`src/rtl/ras_pkg.sv`:
```
// Shared types for the return-address-stack recovery controller: FSM state
// encoding and the RAS command bundle.
package ras_pkg;

    typedef logic [1:0] ras_ctl_state_t;

    localparam ras_ctl_state_t ST_IDLE   = 2'd0;
    localparam ras_ctl_state_t ST_CORO   = 2'd1;
    localparam ras_ctl_state_t ST_FLUSH  = 2'd2;
    localparam ras_ctl_state_t ST_REPLAY = 2'd3;

    typedef struct packed {
        logic flush;
        logic push;
        logic pop;
    } ras_cmd_t;

    localparam ras_cmd_t RAS_CMD_NONE = '{flush: 1'b0, push: 1'b0, pop: 1'b0};

endpackage

```
`src/rtl/ras_commit_stack.sv`:
```
// Architectural (commit-time) copy of the call stack with an indexed read port
// used to replay entries into the speculative RAS after a mispredict.
module ras_commit_stack
    import ras_pkg::*;
#(
    parameter int DEPTH = 8,
    parameter int XLEN  = 32
) (
    input  logic                       clk,
    input  logic                       rst,
    input  logic                       cm_en,
    input  logic                       cm_is_call,
    input  logic                       cm_is_ret,
    input  logic [XLEN-1:0]            cm_link_addr,
    input  logic [$clog2(DEPTH)-1:0]   rd_idx,
    output logic [XLEN-1:0]            rd_data,
    output logic [$clog2(DEPTH):0]     cnt
);

    localparam int IDX_W = $clog2(DEPTH);
    localparam int CNT_W = IDX_W + 1;
    localparam logic [CNT_W-1:0] CNT_ZERO = {CNT_W{1'b0}};
    localparam logic [CNT_W-1:0] CNT_ONE  = CNT_W'(1);
    localparam logic [CNT_W-1:0] CNT_FULL = CNT_W'(DEPTH);

    logic [XLEN-1:0]  mem_r [DEPTH];
    logic [CNT_W-1:0] cnt_r;
    logic [CNT_W-1:0] cnt_nxt_s;
    logic [CNT_W-1:0] cnt_m1_s;
    logic             wr_en_s;
    logic [IDX_W-1:0] wr_idx_s;

    assign cnt_m1_s = cnt_r - CNT_ONE;

    // Commit update: calls saturate at DEPTH, a call+ret replaces the top entry.
    always_comb begin
        cnt_nxt_s = cnt_r;
        wr_en_s   = 1'b0;
        wr_idx_s  = {IDX_W{1'b0}};
        if (cm_en && cm_is_call && cm_is_ret) begin
            wr_en_s = 1'b1;
            if (cnt_r != CNT_ZERO) begin
                wr_idx_s = cnt_m1_s[IDX_W-1:0];
            end else begin
                wr_idx_s  = {IDX_W{1'b0}};
                cnt_nxt_s = CNT_ONE;
            end
        end else if (cm_en && cm_is_call) begin
            if (cnt_r != CNT_FULL) begin
                wr_en_s   = 1'b1;
                wr_idx_s  = cnt_r[IDX_W-1:0];
                cnt_nxt_s = cnt_r + CNT_ONE;
            end else begin
                wr_en_s   = 1'b0;
            end
        end else if (cm_en && cm_is_ret) begin
            if (cnt_r != CNT_ZERO) begin
                cnt_nxt_s = cnt_m1_s;
            end else begin
                cnt_nxt_s = CNT_ZERO;
            end
        end else begin
            wr_en_s = 1'b0;
        end
    end

    // Occupancy register.
    always_ff @(posedge clk) begin
        if (rst) begin
            cnt_r <= CNT_ZERO;
        end else begin
            cnt_r <= cnt_nxt_s;
        end
    end

    // Entry storage; contents beyond cnt are don't-care so no reset is needed.
    always_ff @(posedge clk) begin
        if (wr_en_s) begin
            mem_r[wr_idx_s] <= cm_link_addr;
        end
    end

    assign rd_data = mem_r[rd_idx];
    assign cnt     = cnt_r;

endmodule

```
`src/rtl/ras_recovery_ctrl.sv`:
```
// Sequences the speculative RAS: translates fetch call/ret hints into push/pop
// and, after a mispredict, flushes and replays the committed call stack.
module ras_recovery_ctrl
    import ras_pkg::*;
#(
    parameter int DEPTH = 8,
    parameter int XLEN  = 32
) (
    input  logic             clk,
    input  logic             rst,
    input  logic             fe_valid,
    input  logic             fe_is_call,
    input  logic             fe_is_ret,
    input  logic [XLEN-1:0]  fe_link_addr,
    output logic             fe_ready,
    input  logic             cm_valid,
    input  logic             cm_is_call,
    input  logic             cm_is_ret,
    input  logic [XLEN-1:0]  cm_link_addr,
    output logic             cm_ready,
    input  logic             mispredict,
    output logic             recovering,
    output logic             ras_flush,
    output logic             ras_push,
    output logic [XLEN-1:0]  ras_push_addr,
    output logic             ras_pop
);

    localparam int IDX_W = $clog2(DEPTH);
    localparam int CNT_W = IDX_W + 1;
    localparam logic [CNT_W-1:0] CNT_ZERO = {CNT_W{1'b0}};

    typedef struct packed {
        ras_cmd_t        cmd;
        logic [XLEN-1:0] addr;
    } ras_op_t;

    ras_ctl_state_t   state_r, state_nxt_s;
    logic [IDX_W-1:0] ridx_r, ridx_nxt_s;
    logic [XLEN-1:0]  coro_addr_r;
    logic             coro_load_s;
    logic [CNT_W-1:0] cnt_s;
    logic [XLEN-1:0]  rd_data_s;
    logic             last_replay_s;
    ras_op_t          op_s;
    logic             fe_ready_s, cm_ready_s;

    ras_commit_stack #(.DEPTH(DEPTH), .XLEN(XLEN)) u_commit_stack (
        .clk          (clk),
        .rst          (rst),
        .cm_en        (cm_valid & cm_ready_s),
        .cm_is_call   (cm_is_call),
        .cm_is_ret    (cm_is_ret),
        .cm_link_addr (cm_link_addr),
        .rd_idx       (ridx_r),
        .rd_data      (rd_data_s),
        .cnt          (cnt_s)
    );

    assign last_replay_s = (CNT_W'(ridx_r) == (cnt_s - CNT_W'(1)));

    // Next-state and command decode; a mispredict always suppresses the RAS command.
    always_comb begin
        state_nxt_s = state_r;
        ridx_nxt_s  = ridx_r;
        coro_load_s = 1'b0;
        fe_ready_s  = 1'b0;
        cm_ready_s  = 1'b0;
        op_s        = '{cmd: RAS_CMD_NONE, addr: {XLEN{1'b0}}};
        if (rst) begin
            state_nxt_s = ST_IDLE;
        end else begin
            case (state_r)
                ST_IDLE: begin
                    cm_ready_s = 1'b1;
                    fe_ready_s = !mispredict;
                    if (mispredict) begin
                        state_nxt_s = ST_FLUSH;
                    end else if (fe_valid && fe_is_call && fe_is_ret) begin
                        op_s.cmd.pop = 1'b1;
                        fe_ready_s   = 1'b0;
                        coro_load_s  = 1'b1;
                        state_nxt_s  = ST_CORO;
                    end else if (fe_valid && fe_is_call) begin
                        op_s.cmd.push = 1'b1;
                        op_s.addr     = fe_link_addr;
                    end else if (fe_valid && fe_is_ret) begin
                        op_s.cmd.pop = 1'b1;
                    end else begin
                        op_s.cmd = RAS_CMD_NONE;
                    end
                end
                ST_CORO: begin
                    cm_ready_s = 1'b1;
                    if (mispredict) begin
                        state_nxt_s = ST_FLUSH;
                    end else begin
                        fe_ready_s    = 1'b1;
                        op_s.cmd.push = 1'b1;
                        op_s.addr     = coro_addr_r;
                        state_nxt_s   = ST_IDLE;
                    end
                end
                ST_FLUSH: begin
                    op_s.cmd.flush = 1'b1;
                    ridx_nxt_s     = {IDX_W{1'b0}};
                    state_nxt_s    = (cnt_s != CNT_ZERO) ? ST_REPLAY : ST_IDLE;
                end
                ST_REPLAY: begin
                    if (mispredict) begin
                        state_nxt_s = ST_FLUSH;
                    end else begin
                        op_s.cmd.push = 1'b1;
                        op_s.addr     = rd_data_s;
                        if (last_replay_s) begin
                            state_nxt_s = ST_IDLE;
                        end else begin
                            ridx_nxt_s = ridx_r + IDX_W'(1);
                        end
                    end
                end
                default: begin
                    state_nxt_s = ST_IDLE;
                end
            endcase
        end
    end

    // FSM state, replay index and latched coroutine link address.
    always_ff @(posedge clk) begin
        if (rst) begin
            state_r     <= ST_IDLE;
            ridx_r      <= {IDX_W{1'b0}};
            coro_addr_r <= {XLEN{1'b0}};
        end else begin
            state_r <= state_nxt_s;
            ridx_r  <= ridx_nxt_s;
            if (coro_load_s) begin
                coro_addr_r <= fe_link_addr;
            end
        end
    end

    assign fe_ready      = fe_ready_s;
    assign cm_ready      = cm_ready_s;
    assign recovering    = !rst && ((state_r == ST_FLUSH) || (state_r == ST_REPLAY));
    assign ras_flush     = op_s.cmd.flush;
    assign ras_push      = op_s.cmd.push;
    assign ras_pop       = op_s.cmd.pop;
    assign ras_push_addr = op_s.addr;

endmodule
```
`config.mk`:
```
export PLATFORM = sky130hd
export DESIGN_NAME = ras_recovery_ctrl
export DESIGN_NICKNAME = d
export VERILOG_FILES = /design/src/rtl/ras_pkg.sv /design/src/rtl/ras_commit_stack.sv /design/src/rtl/ras_recovery_ctrl.sv
export SDC_FILE = /design/constraint.sdc
export NUM_CORES = 1
export LEC_CHECK = 0
export ABC_AREA = 1
export BUFFER_PORTS_ARGS = -buffer_cell sky130_fd_sc_hd__buf_2
export CORE_MARGIN = 2
export CORE_UTILIZATION = 34
export DETAILED_ROUTE_END_ITERATION = 10
export GPL_ROUTABILITY_DRIVEN = 0
export PLACE_DENSITY = 0.51
export SYNTH_ARGS = -nofsm -noshare
export SYNTH_HDL_FRONTEND = slang
export SYNTH_SLANG_ARGS = --single-unit
```
`constraint.sdc`:
```
create_clock -name clk -period 2.8 [get_ports clk]
set_input_delay 0 -clock clk [delete_from_list [all_inputs] [get_ports clk]]
set_output_delay 0 -clock clk [all_outputs]
set_load 0.05 [all_outputs]
```
After elaboration in Yosys (flattened, before gate mapping) --
Memory sizes are Yosys's and may differ from the RTL's. A register that Yosys moved wholly into a read port is not among the register bits. Index checks and enable logic that the tools add are counted.
Storage, ports and cells: register bits 41, input bits 73, memories 1, bits in writable memories 256, logic and storage cells 92, output and inout port bits 38
Operators by class: reductions and logical operators 19, $add $sub $neg 3, equality and inequality tests 11, multiplexer cells 53, bitwise logic cells 1
Memory list:
- u_commit_stack.mem_r | words 8, bits a word 32, read ports 1, clocked after memory_dff 1, wr ports 1, RTL line ras_commit_stack.sv:26 | logic [XLEN-1:0] mem_r [DEPTH];
Operators by type and width (count):
- 32-bit 2-to-1 mux | 4
- 32-bit one-hot mux with 3 select lines | 1
- 35-bit 2-to-1 mux | 1
- 34-bit 2-to-1 mux | 1
- 3-bit 2-to-1 mux | 8
- 4-bit 2-to-1 mux | 6
- 1-bit 2-to-1 mux | 21
- 2-bit 2-to-1 mux | 6
- 3-bit != test (second input constant) | 3
- 2-bit one-hot mux with 4 select lines | 1
- 1-bit logical AND | 7
- 2-bit != test (second input constant) | 3
- 1-bit one-hot mux with 2 select lines | 3
- 3-bit one-hot mux with 2 select lines | 1
- 3-bit AND reduction | 2
- 4-bit by 1-bit adder with 4-bit output (second input constant) | 1
- 2-bit equality test (second input constant) | 2
- 3-bit by 4-bit equality test with 1-bit output | 1
- 4-bit != test (second input constant) | 1
- 4-bit nonzero test | 1
- 2-bit OR reduction | 2
- 4-bit by 1-bit subtractor with 4-bit output (second input constant) | 1
- 3-bit by 1-bit adder with 3-bit output (second input constant) | 1
- 3-bit nonzero test | 1
- other kinds (7) | 8

Longest topological paths before layout --
word-level depth 10, gate-level depth with buffers 12, depth with buffers taken out 12

Cells and area by module --
Synthesis repeated with hierarchy kept, for this count alone.
Unflattened totals: cell total of the unflattened synthesis 1207, area total of the unflattened synthesis 12670.9 sq um
By module, submodules not included:
- ras_commit_stack | area an instance 10501.3 sq um, instances 1, sequential area each 7767.4 sq um, cells each 867
- ras_recovery_ctrl | area an instance 2169.6 sq um, instances 1, sequential area each 740.7 sq um, cells each 340

Worst setup path before layout --
OpenSTA, ideal clock, no wires.
path type register -> register, start reg state_r[1], end mem u_commit_stack.mem_r[1][0], enable pin, required time 2379 ps, setup time 421 ps, buffers on the path 0, arrival time 2706 ps, stages on the path, launching flop included 10, setup slack -327 ps, period minus slack after synthesis 3127 ps, path through dfxtp_1 > nor2_4 > nand3_4 > nor2_2 > inv_2 > nor2_1 > nand2_1 > o21ai_2 > inv_2 > nor2_1
Between the ends: cells in the longest elaborated chain, start to end 10, elaborated cells between the ends (all ways) 14, classes of those cells 1 x eq/ne; 8 x mux; 1 x bitwise; 4 x reduce/logical
RTL lines:
- from (decl) | RTL line ras_recovery_ctrl.sv:38 | ras_ctl_state_t state_r, state_nxt_s;
- from (signal assigned) | RTL line ras_recovery_ctrl.sv:136 | state_r <= state_nxt_s;
- 2-bit by 1-bit equality test with 1-bit output or 2-bit logical NOT (tied branches) | RTL line ras_recovery_ctrl.sv:73 | case (state_r)
- 2-bit OR reduction (no source line) (*)
- 1-bit 2-to-1 mux (*) | RTL line ras_recovery_ctrl.sv:73
- 1-bit 2-to-1 mux (*) | RTL line ras_recovery_ctrl.sv:70 | if (rst) begin
- via cm_ready | RTL line ras_recovery_ctrl.sv:20 | output logic cm_ready,
- 1-bit bitwise AND (*) | RTL line ras_recovery_ctrl.sv:51 | .cm_en (cm_valid & cm_ready_s),
- 1-bit logical AND (*) | RTL line ras_commit_stack.sv:40, ras_commit_stack.sv:48
- 1-bit 2-to-1 mux or 1-bit logical AND (tied branches) | RTL line ras_commit_stack.sv:48, ras_commit_stack.sv:40
- 1-bit 2-to-1 mux | RTL line ras_commit_stack.sv:40 | if (cm_en && cm_is_call && cm_is_ret) begin
- 1-bit 2-to-1 mux | RTL line ras_commit_stack.sv:78 | if (wr_en_s) begin
- 1-bit 2-to-1 mux (implied by the code) | RTL line ras_commit_stack.sv:79 | mem_r[wr_idx_s] <= cm_link_addr;
- to (decl) | RTL line ras_commit_stack.sv:26
Mark *: on every way through the listed nets, which the timed path passes. The rest lies on a longest branch.

==> flow_summary.toml <==
[logic_synthesis]
synth_top_family_by_area = "compound AO/OA/AOI/OAI gates"
synth.area.mux_share = 0
synth_common_cells = "edfxtp_1, nor2_1, o21ai_0"
avgSynthCellArea_um2 = 11.20
synthXorXnorAreaFrac = 0.001393
yosys.area.top_type = "edfxtp_1"
yosysMostFrequentCell = "edfxtp_1"
synth_area_leaders = "edfxtp_1, nor2_1, dfxtp_1"
synth-seq-area-share = 0.6816
synthAdderAreaFrac = 0.002986
yosys.area_share.simple = 0.1136
async_flop_share = 0
synth_top_area_frac = 0.6115
ys_seq_elements = 300
synth_top_flop_cell = "edfxtp_1"
synth_edf_count = 256
synth_compound_area_frac = 0.1541
yosys_warnings = 0
syn_area_mm2 = 0.01257
syn-num-nets = 1198
syn_inst = 1122
yosysUniqueCellTypes = 33

[clock_tree]
clock_latency_ns = 0.51
clockRootBuffer = "clkbuf_16"
cts_max_level = 2
clkTransAtPathRegs_ns = 0.06
cts_max_path_buffers = 3
cts_tree = "built"
cts_made_buffers = 34
clock-sinks = 300
cts_resized = 0

[hold_path]
hold_path_depth = 6
timing.hold.worst.class = "in2reg"
holdPathEnd = "u_commit_stack.cnt[1]$_SDFFE_PP0P_"
min_from = "cm_is_call"

[place]
place_inst = 1652
dp_hpwl_um = 18330
numPortBuffers = 110
pre_cts_ws_ns = 0.4620

[sta]
worst_pin_slew_ns = 0.8130
relSlewSlack = 0.4574
final_max_slew_viol_count = 0
finalHoldViolations = 0
period_needed_ns = 2.577
clock_skew_ns = 0.01234
grt_setup_unrepaired = "no"
finalSetupViolations = 0
layout_setup_ws_ns = 0.2228
max_freq_mhz = 388.0
finalCritPeriodShare = 0.9204

[finish]
diodes = 0
post-route-util = 0.4246
fin_nets = 1365
area_delta_synth_final_pct = 23.37
drive_gt1_frac = 0.1710
fin_cells = 1778
num-fill-cells = 3421

[critical_path]
cp_max_fo = 24
worst_ep_required_time_ns = 2.80
rr_worst_depth = 12
r2r_slack_ns = 0.43
rr_startpoint = "u_commit_stack.cnt[0]$_SDFFE_PP0P_"
worstReg2RegEnd = "u_commit_stack.mem_r[5][20]$_DFFE_PP_"
cp-end-kind = "output pin"
critPathLaunchType = "flop"
crit_type = "reg2out"
arrival_ns = 2.58

[power_and_ir_drop]
p_per_area_mw_per_mm2 = 634.9
finalPower_mw = 9.847
power_leakage_nw = 5.298
ir_drop_mv = 0.4179

[routing]
vias = 8763
dr.first_iter.drc_count = 515
viasPerCell = 4.929
drt_first_pass_iters = 5
wl_um = 31380
detail-route-antenna-nets = 0
avgRoutedWirePerCell_um = 17.65
drc = 0

[floorplan]
ios = 111
rows = 70
core-area_mm2 = 0.03652
die_y_um = 196.3
die_w_um = 196.3
die-area_mm2 = 0.03853
start_util = 0.3442

[global_route]
grt_max_degree = 129
grt_pass1_vias = 8403
overflow = 0
grt_pass1_wl_um = 48620
antenna_found_initial = 0
grtUsageTotal = 0.1629

[status]
status = "finished, final reports clean"

[run]
max_cap_violations = 0
[state kept, by name (all words and copies together) (netlist names), named ones only]
register / cells
u_commit_stack.mem_r: 256
coro_addr_r: 32
u_commit_stack.cnt: 4
ridx_r: 3
state_r: 2
[final cells by class]
cell class | instances | area, um2 | area share
inverters | 54 | 203.9 | 0.01315
clock buffers | 40 | 904.6 | 0.05833
well taps | 468 | 585.6 | 0.03776
repair buffers | 203 | 1597 | 0.1029
flip-flops and latches | 300 | 8576 | 0.5530
multi-input cells | 696 | 3480 | 0.2244
clock inverters | 17 | 162.7 | 0.01049
[timing repair]
action | CTS | global route
endpoints found under the setup margin | 0 | 0
setup buffers | 0 | 0
hold buffers | 69 | 0
hold endpoints to repair | 291 | 0
[routing by layer]
metal	track usage	wire length (um)	up-vias
met5	0	0	-
met4	0.03620	462	0
met3	0.02802	1651	34
met2	0.2553	14230	212
met1	0.2368	15040	4173
li1	-	-	4344
[per-stage QoR]
step / instance area (um2) / hold slack (ns) / setup TNS [ns]
2_1_floorplan: 12570 / 0.06261 / -70.25
3_3_place_gp: 13750 / 0.2841 / 0
3_5_place_dp: 13750 / 0.2865 / 0
4_1_cts: 15510 / 0.08446 / 0
5_1_grt: 15510 / 0.09733 / 0
6_report: 15510 / 0.09119 / 0
[how the worst max path moves through the flow]
stage / start / end / slack, ns / cells past startpoint
after detailed placement: u_commit_stack.cnt[0]$_SDFFE_PP0P_ / u_commit_stack.mem_r[5][20]$_DFFE_PP_ / 0.46 / 12
after CTS: flop / ras_push_addr[6] / 0.21 / 7
after global routing: flop / ras_push_addr[28] / 0.07 / 6
final: flop / ras_push_addr[17] / 0.22 / 7
after global placement: u_commit_stack.cnt[0]$_SDFFE_PP0P_ / u_commit_stack.mem_r[5][20]$_DFFE_PP_ / 0.50 / 12
after floorplan: state_r[1]$_SDFFE_PP0P_ / u_commit_stack.mem_r[1][0]$_DFFE_PP_ / -0.33 / 9
[cells in the final DEF (no fill, tap or decap), types with 4 or more instances in the layout]
cell type      synthesis  final
inv_2                  9      8
buf_4                  5     10
edfxtp_1             256    256
clkinv_1               0      5
nand2_1               45     45
nor2_1               246    238
o21ai_1               21     21
o21ai_0              144    144
dlygate4sd3_1          0     69
inv_1                 45     45
dfxtp_1               44     42
clkbuf_16              0     35
nor2_2                 4      4
clkbuf_1              29      4
buf_2                 23    110
o211ai_1              57     57
clkinv_2               0      7
nor2_4                 1      9
nand3_1               46     46
buf_12                 0     14
a21oi_1              105    105
o211ai_2               9      9
[critical path: stages (launching register included)]
cell and delay, ns:
dfxtp_4 0.37, clkinv_2 0.31, buf_4 0.34, o21ai_0 0.36, o211ai_1 0.16, nand3_1 0.20
a21oi_1 0.10, buf_2 0.23
[report_power, final]
group          switching, mW  internal (mW)
registers             0.0248           4.92
clock network           1.69           2.58
logic                  0.401          0.229
total                   2.12           7.73
[cells by family (layout without fill, tap and decap cells)]
| logic type | Yosys count | in the layout |
|---|---|---|
| compound gates | 342 | 342 |
| xor+xnor | 2 | 2 |
| simple gates | 349 | 349 |
| fa+ha+maj | 3 | 3 |
| buf+inv | 126 | 314 |
| flops | 300 | 300 |
Note: power is estimated with default switching activity, not from simulation.
